==> config.mk <==
export PLATFORM = sky130hd
export DESIGN_NAME = scroll_code_sequencer
export DESIGN_NICKNAME = d
export VERILOG_FILES = /design/src/rtl/scroll_code_sequencer.sv
export SDC_FILE = /design/constraint.sdc
export NUM_CORES = 1
export LEC_CHECK = 0
export CELL_PAD_IN_SITES_DETAIL_PLACEMENT = 1
export CELL_PAD_IN_SITES_GLOBAL_PLACEMENT = 2
export CORE_MARGIN = 2
export CORE_UTILIZATION = 33
export CTS_BUF_LIST = sky130_fd_sc_hd__clkbuf_2 sky130_fd_sc_hd__clkbuf_4 sky130_fd_sc_hd__clkbuf_8
export CTS_CLUSTER_SIZE = 28
export DETAILED_ROUTE_END_ITERATION = 16
export PLACE_DENSITY_LB_ADDON = 0.1
export RECOVER_POWER = 25
export SLEW_MARGIN = 20
export SYNTH_ARGS = -nofsm -noshare
export SYNTH_HDL_FRONTEND = slang
export SYNTH_SLANG_ARGS = --single-unit
==> constraint.sdc <==
create_clock -name clk -period 1.85 [get_ports clk]
set_input_delay 0.185 -clock clk [delete_from_list [all_inputs] [get_ports clk]]
set_output_delay 0.185 -clock clk [all_outputs]
set_load 0.05 [all_outputs]
==> src/rtl/scroll_code_sequencer.sv <==
// Scrolls "dE10" across NUM_DIGITS seven-segment digits as 2-bit character codes; codes follow pos with no added latency.
// No backpressure: auto-rotate every PRESCALE cycles while run=1, or one step per debounced button press while stopped.
module scroll_code_sequencer #(
   parameter int NUM_DIGITS = 6,
   parameter int PRESCALE   = 50_000_000
) (
   input  logic                    clk,
   input  logic                    reset,
   input  logic                    run,
   input  logic                    dir,
   input  logic                    step_btn,
   output logic [2*NUM_DIGITS-1:0] codes,
   output logic [1:0]              pos,
   output logic                    advance
);

   localparam int            CW   = (PRESCALE > 1) ? $clog2(PRESCALE) : 1;
   localparam logic [CW-1:0] TERM = CW'(PRESCALE - 1);

   typedef enum logic {ST_STOP, ST_RUN} state_t;

   state_t        r_state, w_state_nxt;
   logic [CW-1:0] r_cnt, w_cnt_nxt;
   logic [1:0]    r_pos;
   logic          r_adv;
   logic          r_sync1, r_sync2, r_prev;
   logic          w_fall;
   logic          w_adv_now;

   // Synchronizer and edge register reset to "released" so reset never fakes a press.
   always_ff @(posedge clk or posedge reset) begin
      if (reset) begin
         r_sync1 <= 1'b1;
         r_sync2 <= 1'b1;
         r_prev  <= 1'b1;
      end else begin
         r_sync1 <= step_btn;
         r_sync2 <= r_sync1;
         r_prev  <= r_sync2;
      end
   end

   assign w_fall = r_prev & ~r_sync2;

   always_comb begin
      w_state_nxt = r_state;
      w_cnt_nxt   = '0;
      w_adv_now   = 1'b0;
      case (r_state)
         ST_STOP: begin
            if (run)
               w_state_nxt = ST_RUN;
            else if (w_fall)
               w_adv_now = 1'b1;
         end
         ST_RUN: begin
            // Leaving RUN discards a terminal count landing in the same cycle.
            if (!run)
               w_state_nxt = ST_STOP;
            else if (r_cnt == TERM)
               w_adv_now = 1'b1;
            else
               w_cnt_nxt = r_cnt + 1'b1;
         end
      endcase
   end

   always_ff @(posedge clk or posedge reset) begin
      if (reset) begin
         r_state <= ST_STOP;
         r_cnt   <= '0;
         r_pos   <= 2'd0;
         r_adv   <= 1'b0;
      end else begin
         r_state <= w_state_nxt;
         r_cnt   <= w_cnt_nxt;
         r_adv   <= w_adv_now;
         if (w_adv_now)
            r_pos <= dir ? (r_pos - 2'd1) : (r_pos + 2'd1);
      end
   end

   // Leftmost digit shows pos itself; each digit to the right is one code further along.
   for (genvar g = 0; g < NUM_DIGITS; g++) begin : g_digit
      assign codes[2*g +: 2] = r_pos + 2'((NUM_DIGITS - 1 - g) % 4);
   end

   assign pos     = r_pos;
   assign advance = r_adv;

endmodule

-- Word-level counts from Yosys, hierarchy flattened
Cells that the tools add are included.
- register bits: 33
- output and inout bits: 15
- bits of input ports: 5
- logic and storage cells: 26
- add/sub/neg operators: 5
- mux-type cells: 10
- equal/unequal tests: 1
- bitwise gates (word level): 3
- operators with widths (operator ; count):
    $mux 26 ; 3
    $add 26x1->26 const B ; 1
    $eq 26x26->1 const B ; 1
    $mux 1 ; 5
    $add 2x2->2 const B ; 2
    $add 2x1->2 const B ; 1
    $mux 2 ; 1
    $not 1->1 ; 2
    $pmux 1 s2 ; 1
    $sub 2x1->2 const B ; 1
    $and 1x1->1 ; 1

-- Depth between registers and ports, before layout
- depth after elaboration: 5
- mapped depth: 6
- depth with buffers taken out: 6

-- Worst setup path before layout
No wires, ideal clock.
- kind: register to output
- start: reg r_pos[1], in the netlist pos[1]
- end: out codes[9]
- stages on the path, launching flop included: 4
- required time: 1.665 ns
- setup slack: -0.860 ns
- path buffers: 1
- data arrival time: 2.525 ns
- cell sequence: dfrtp_1 -> xnor2_1 -> inv_1 -> buf_4
- word-level cells in the longest chain between the ends: 1
- RTL lines (element ; RTL line ; RTL):
    from (decl) ; 24 ; logic [1:0] r_pos;
    from (signal assigned) ; 79 ; r_pos <= dir ? (r_pos - 2'd1) : (r_pos + 2'd1);
    $add 2x1->2 ; -- ;
    to (decl) ; 12 ; output logic [2*NUM_DIGITS-1:0] codes,
Every way passes these cells.

-- Worst setup path in the final report
- start: reg r_cnt[20]
- end: reg r_cnt[15]
- word-level cells in the longest chain between the ends: 4
- RTL lines (element ; RTL line ; RTL):
    from (decl) ; 23 ; logic [CW-1:0] r_cnt, w_cnt_nxt;
    from (signal assigned) ; 76 ; r_cnt <= w_cnt_nxt;
    $eq 26x26->1 ; 60 ; else if (r_cnt == TERM)
    $mux 26 ; 60 ;
    $mux 26 ; 58 ; if (!run)
    $mux 26 ; 49 ; case (r_state)
    named net w_cnt_nxt[15] ; 23 ;
The timed path passes the listed nets, and every way through them passes these cells.
A chain may end at the register's enable or synchronous reset.

==> metrics list <==
- Result of the run: finished, violations left
* Violations in the final reports: negative setup slack
* Peak clock frequency supported by timing: 0.535 GHz
* Total wire length after detailed routing: 3710 um
- Number of storage elements in the synthesis netlist: 33
- After layout, the minimum clock period comes to 1.87 ns.
- Placed instance count: 257
- Register-to-Register Setup Slack: -0.02 ns
- In the layout the commonest cells are 28 x sky130_fd_sc_hd__nor2_1, 28 x sky130_fd_sc_hd__dfrtp_1, 28 x sky130_fd_sc_hd__buf_4.
* Total nets after synthesis: 168
- Proportion of power drawn by flip-flops and latches: 32.6%
- After layout, the worst path uses 101% of the clock period.
- The total area inside the core boundary comes to between 0.004 and 0.005 mm2.
- In the routed design, unresolved DRC markers number 0.
- At the worst endpoint, the required time is 2.02 ns.
* Number of buffers inserted for hold repair after clock tree synthesis: 0
- The startpoint identified for the worst register-to-register timing path is r_cnt[20]$_DFF_PP0_.
- The count of cells in the finished layout, fillers not included, comes to 270.
- Type of the worst min-delay path: flop to flop
- Maximum fanout along the worst path: 13
- The floorplan has 25 rows.
* Cell depth of the worst min-delay path: 0
* Maximum number of pins on one net before global-route repair: 34
- Critical path's slowest cell: sky130_fd_sc_hd__or4_4
- Dividing the detail-routed wire length by the instance count gives 13.7 um.
* TritonCTS clock tree: yes
- STA puts the critical path data arrival time at 2.04 ns.
* Share of synthesized flip-flops with an asynchronous set or reset: between 90% and 100%
- Count of max-cap constraint violations: 0
- The worst-case IR drop observed on VDD is 0.000685 V.
- Start point of the worst hold path: r_sync1$_DFF_PP1_
- TritonCTS buffer count: 5
- Synthesized area per cell: 10.0 um2
- At the end of routability-driven placement, the weighted congestion stood at 0.799.
* Global route overflow: 0
* Internal power consumption: 1.42 mW
* Number of antenna-violating nets in the routed design: 0
- Relative to the synthesized area, the layout overhead comes to 33.1%.
* Clock Skew: 0.0103 ns
- Final Total Pwr: 2.48 mW
* Number of top-level pins: 20
- Maximum count of clock buffers along a single path: 2
- In this run the tightest slew margin relative to its limit is 44.3%.
- After synthesis the cells add up to 0.00163 mm2.
- PwrDens: between 1000 and 1500 mW/mm2
- The number of global-route vias before repair was 1,367.
- Number of antenna violations at the first check in global routing: 0
- Routed vias: 1,257
- The clock reaches the later pin of the worst-skew pair after 0.28 ns.
- Setup repair after global routing could not meet its margin everywhere.
- CP Capture Type: flop
* Primary FF master, synth: sky130_fd_sc_hd__dfrtp_1
- CTS saw 33 sinks.
* Number of synthesis warnings: 0
* Wire length of the first global-routing pass: 6400 um
- Post-placement setup slack: -0.0277 ns
* Slew Limit Fails: 0
* First-pass detailed-route iteration total: 4
* Distinct cell type count after synthesis: 30
- The number of cells on the worst reg-to-reg path is 6.
- The clock network accounts for 24.0% of the total power.
- Cell-by-cell listing of the critical path: nand4_1 -> or3_4 -> or4_4 -> nand3_4 -> buf_12 -> nor2_1
- Top cell type's share of synthesized area: 46.2%
- In the post-synthesis netlist, the biggest area contributors are sky130_fd_sc_hd__dfrtp_1 46%, sky130_fd_sc_hd__xor2_1 8.1%, sky130_fd_sc_hd__nor2_1 6.7%.
- After detailed routing, the number of vias per cell comes to 4.66.
- Setup violations remaining at the end of the flow were counted as 18.
* Number of diodes added for antenna fixing: 0
- Once detailed placement completed, the half-perimeter wirelength came to 2770 um.
- Proportion of synthesized chip area in sequential cells: 51.0%
* Worst Hold End: r_sync2$_DFF_PP1_
- Synthesis produced a netlist whose cell count is about 160.
- Type of element launching the critical path: flop
- In the final design database the tool counted 208 nets.
- After clock tree synthesis, the clock-pin slew on the worst setup and hold paths is 0.07 ns.
- Of all cell types, the one taking the most synthesized area is sky130_fd_sc_hd__dfrtp_1.
- Slowest Stage Delay on Critical Path: 0.57 ns
- Of the cells placed in the final design, the portion with a size suffix greater than 1 is 29.6%.
- Transition time of the tightest slew-check pin: 0.835 ns
- The worst register-to-register path ends at r_cnt[15]$_DFF_PP0_.
* Total GRT Usage: 15.6%
* Final hold violations: 0
* Number of design-rule violations left by the first detailed-router iteration: 46
- The root buffer cell chosen for the clock tree is sky130_fd_sc_hd__clkbuf_8.
- Placed instance area: 0.00199 mm2
- Buffers added on ports: 19
* Number of synthesized flops with an enable pin: 0
- For this configuration, the core starts out at a cell density of roughly 34%.
- The die is 74.2 um tall.
* Fin area: 0.00216 mm2
- The die is 74.2 um wide.
* Crit Path Class: flop to flop
- Setup slack after layout: -0.0197 ns
- The die covers 0.00550 mm2.
* Gate power share: 43.5%
- NetSw: 1.06 mW
- The analysis attributes to cell leakage a power of 0.908 nW.
- Switching share of power: 42.8%
- CTS H-tree depth: 2
## synth_stat cells, types with 2 or more instances
library cell and number:
sky130_fd_sc_hd__a21oi_1 2, sky130_fd_sc_hd__nand3_1 16, sky130_fd_sc_hd__buf_6 2, sky130_fd_sc_hd__or3_1 2
sky130_fd_sc_hd__buf_4 8, sky130_fd_sc_hd__dfrtp_1 30, sky130_fd_sc_hd__nor3_1 3, sky130_fd_sc_hd__nand4_1 6
sky130_fd_sc_hd__and3_1 3, sky130_fd_sc_hd__nor2_1 29, sky130_fd_sc_hd__xnor2_1 11, sky130_fd_sc_hd__dfstp_2 3
sky130_fd_sc_hd__nand2_1 7, sky130_fd_sc_hd__inv_1 6, sky130_fd_sc_hd__o21ai_0 3, sky130_fd_sc_hd__nor4_1 3
sky130_fd_sc_hd__xor2_1 15
## sequential cells by signal (all words and copies together), names as in the netlist
signal and flops:
advance 1, pos 2, r_cnt 26, r_prev 1, r_state 1, r_sync1 1, r_sync2 1
## area by class of cell
type                       instances  area, um2
timing repair buffer              43        375
multi-input combinational        113        744
fill                             533       2560
inverter                           6       26.3
clock inverter                     1       5.00
tap                               67       83.8
clock buffer                       7       96.3
sequential                        33        832
## critical path: cells and delay by family, from the launching register on
family	cells	cell delay, ns
buffers and inverters	1	0.14
DFF	1	0.37
and+or+nand+nor	5	1.23
## layer usage
layer	GRT usage (%)	part of all wire [%]
met1	19.3	46
met2	26.0	49
met3	4.47	3.3
met4	5.45	1.3
met5	0	0
## power groups by stage
stage / Clock, mW / Combinational [mW] / Sequential, mW
6_report: 0.593 / 1.08 / 0.806
5_1_grt: 0.649 / 1.12 / 0.814
3_5_place_dp: 0 / 1.09 / 0.822
2_1_floorplan: 0 / 0.830 / 0.880
4_1_cts: 0.615 / 1.09 / 0.809
3_3_place_gp: 0 / 1.08 / 0.817
## per-stage QoR
| step | util [%] | hold slack [ns] | setup TNS [ns] |
|---|---|---|---|
| 2_1_floorplan | - | 0.189 | -0.0387 |
| 3_3_place_gp | 42.2 | 0.346 | 0 |
| 3_5_place_dp | 42.2 | 0.347 | -0.466 |
| 4_1_cts | 44.6 | 0.301 | 0 |
| 5_1_grt | 45.8 | 0.362 | -1.67 |
| 6_report | 45.8 | 0.355 | -0.171 |
## cell families after synthesis
| kind of cell | Yosys count | share of synthesized area [%] |
|---|---|---|
| xor+xnor | 26 | 14.0 |
| compound gates | 7 | 2.69 |
| flops | 33 | 51.0 |
| buf+inv | 16 | 6.47 |
| simple gates | 79 | 25.0 |
| fa+ha+maj | 1 | 0.770 |
## worst max path at each step
stage | startpoint | to | cells past startpoint
final | r_cnt[20]$_DFF_PP0_ | r_cnt[15]$_DFF_PP0_ | 6
after global routing | r_cnt[1]$_DFF_PP0_ | r_cnt[22]$_DFF_PP0_ | 8
after CTS | r_cnt[9]$_DFF_PP0_ | r_cnt[15]$_DFF_PP0_ | 6
after detailed placement | r_cnt[8]$_DFF_PP0_ | r_cnt[15]$_DFF_PP0_ | 6
after global placement | r_cnt[8]$_DFF_PP0_ | r_cnt[23]$_DFF_PP0_ | 6
after floorplan | pos[0]$_DFFE_PP0P_ | codes[9] | 3
## timing repair
item	in CTS	in global routing
buffers inserted	0	5
pin swaps	1	4
setup endpoints to repair	25	27
gates resized for setup	2	5
No activity file was read; power rests on OpenSTA's default activity.
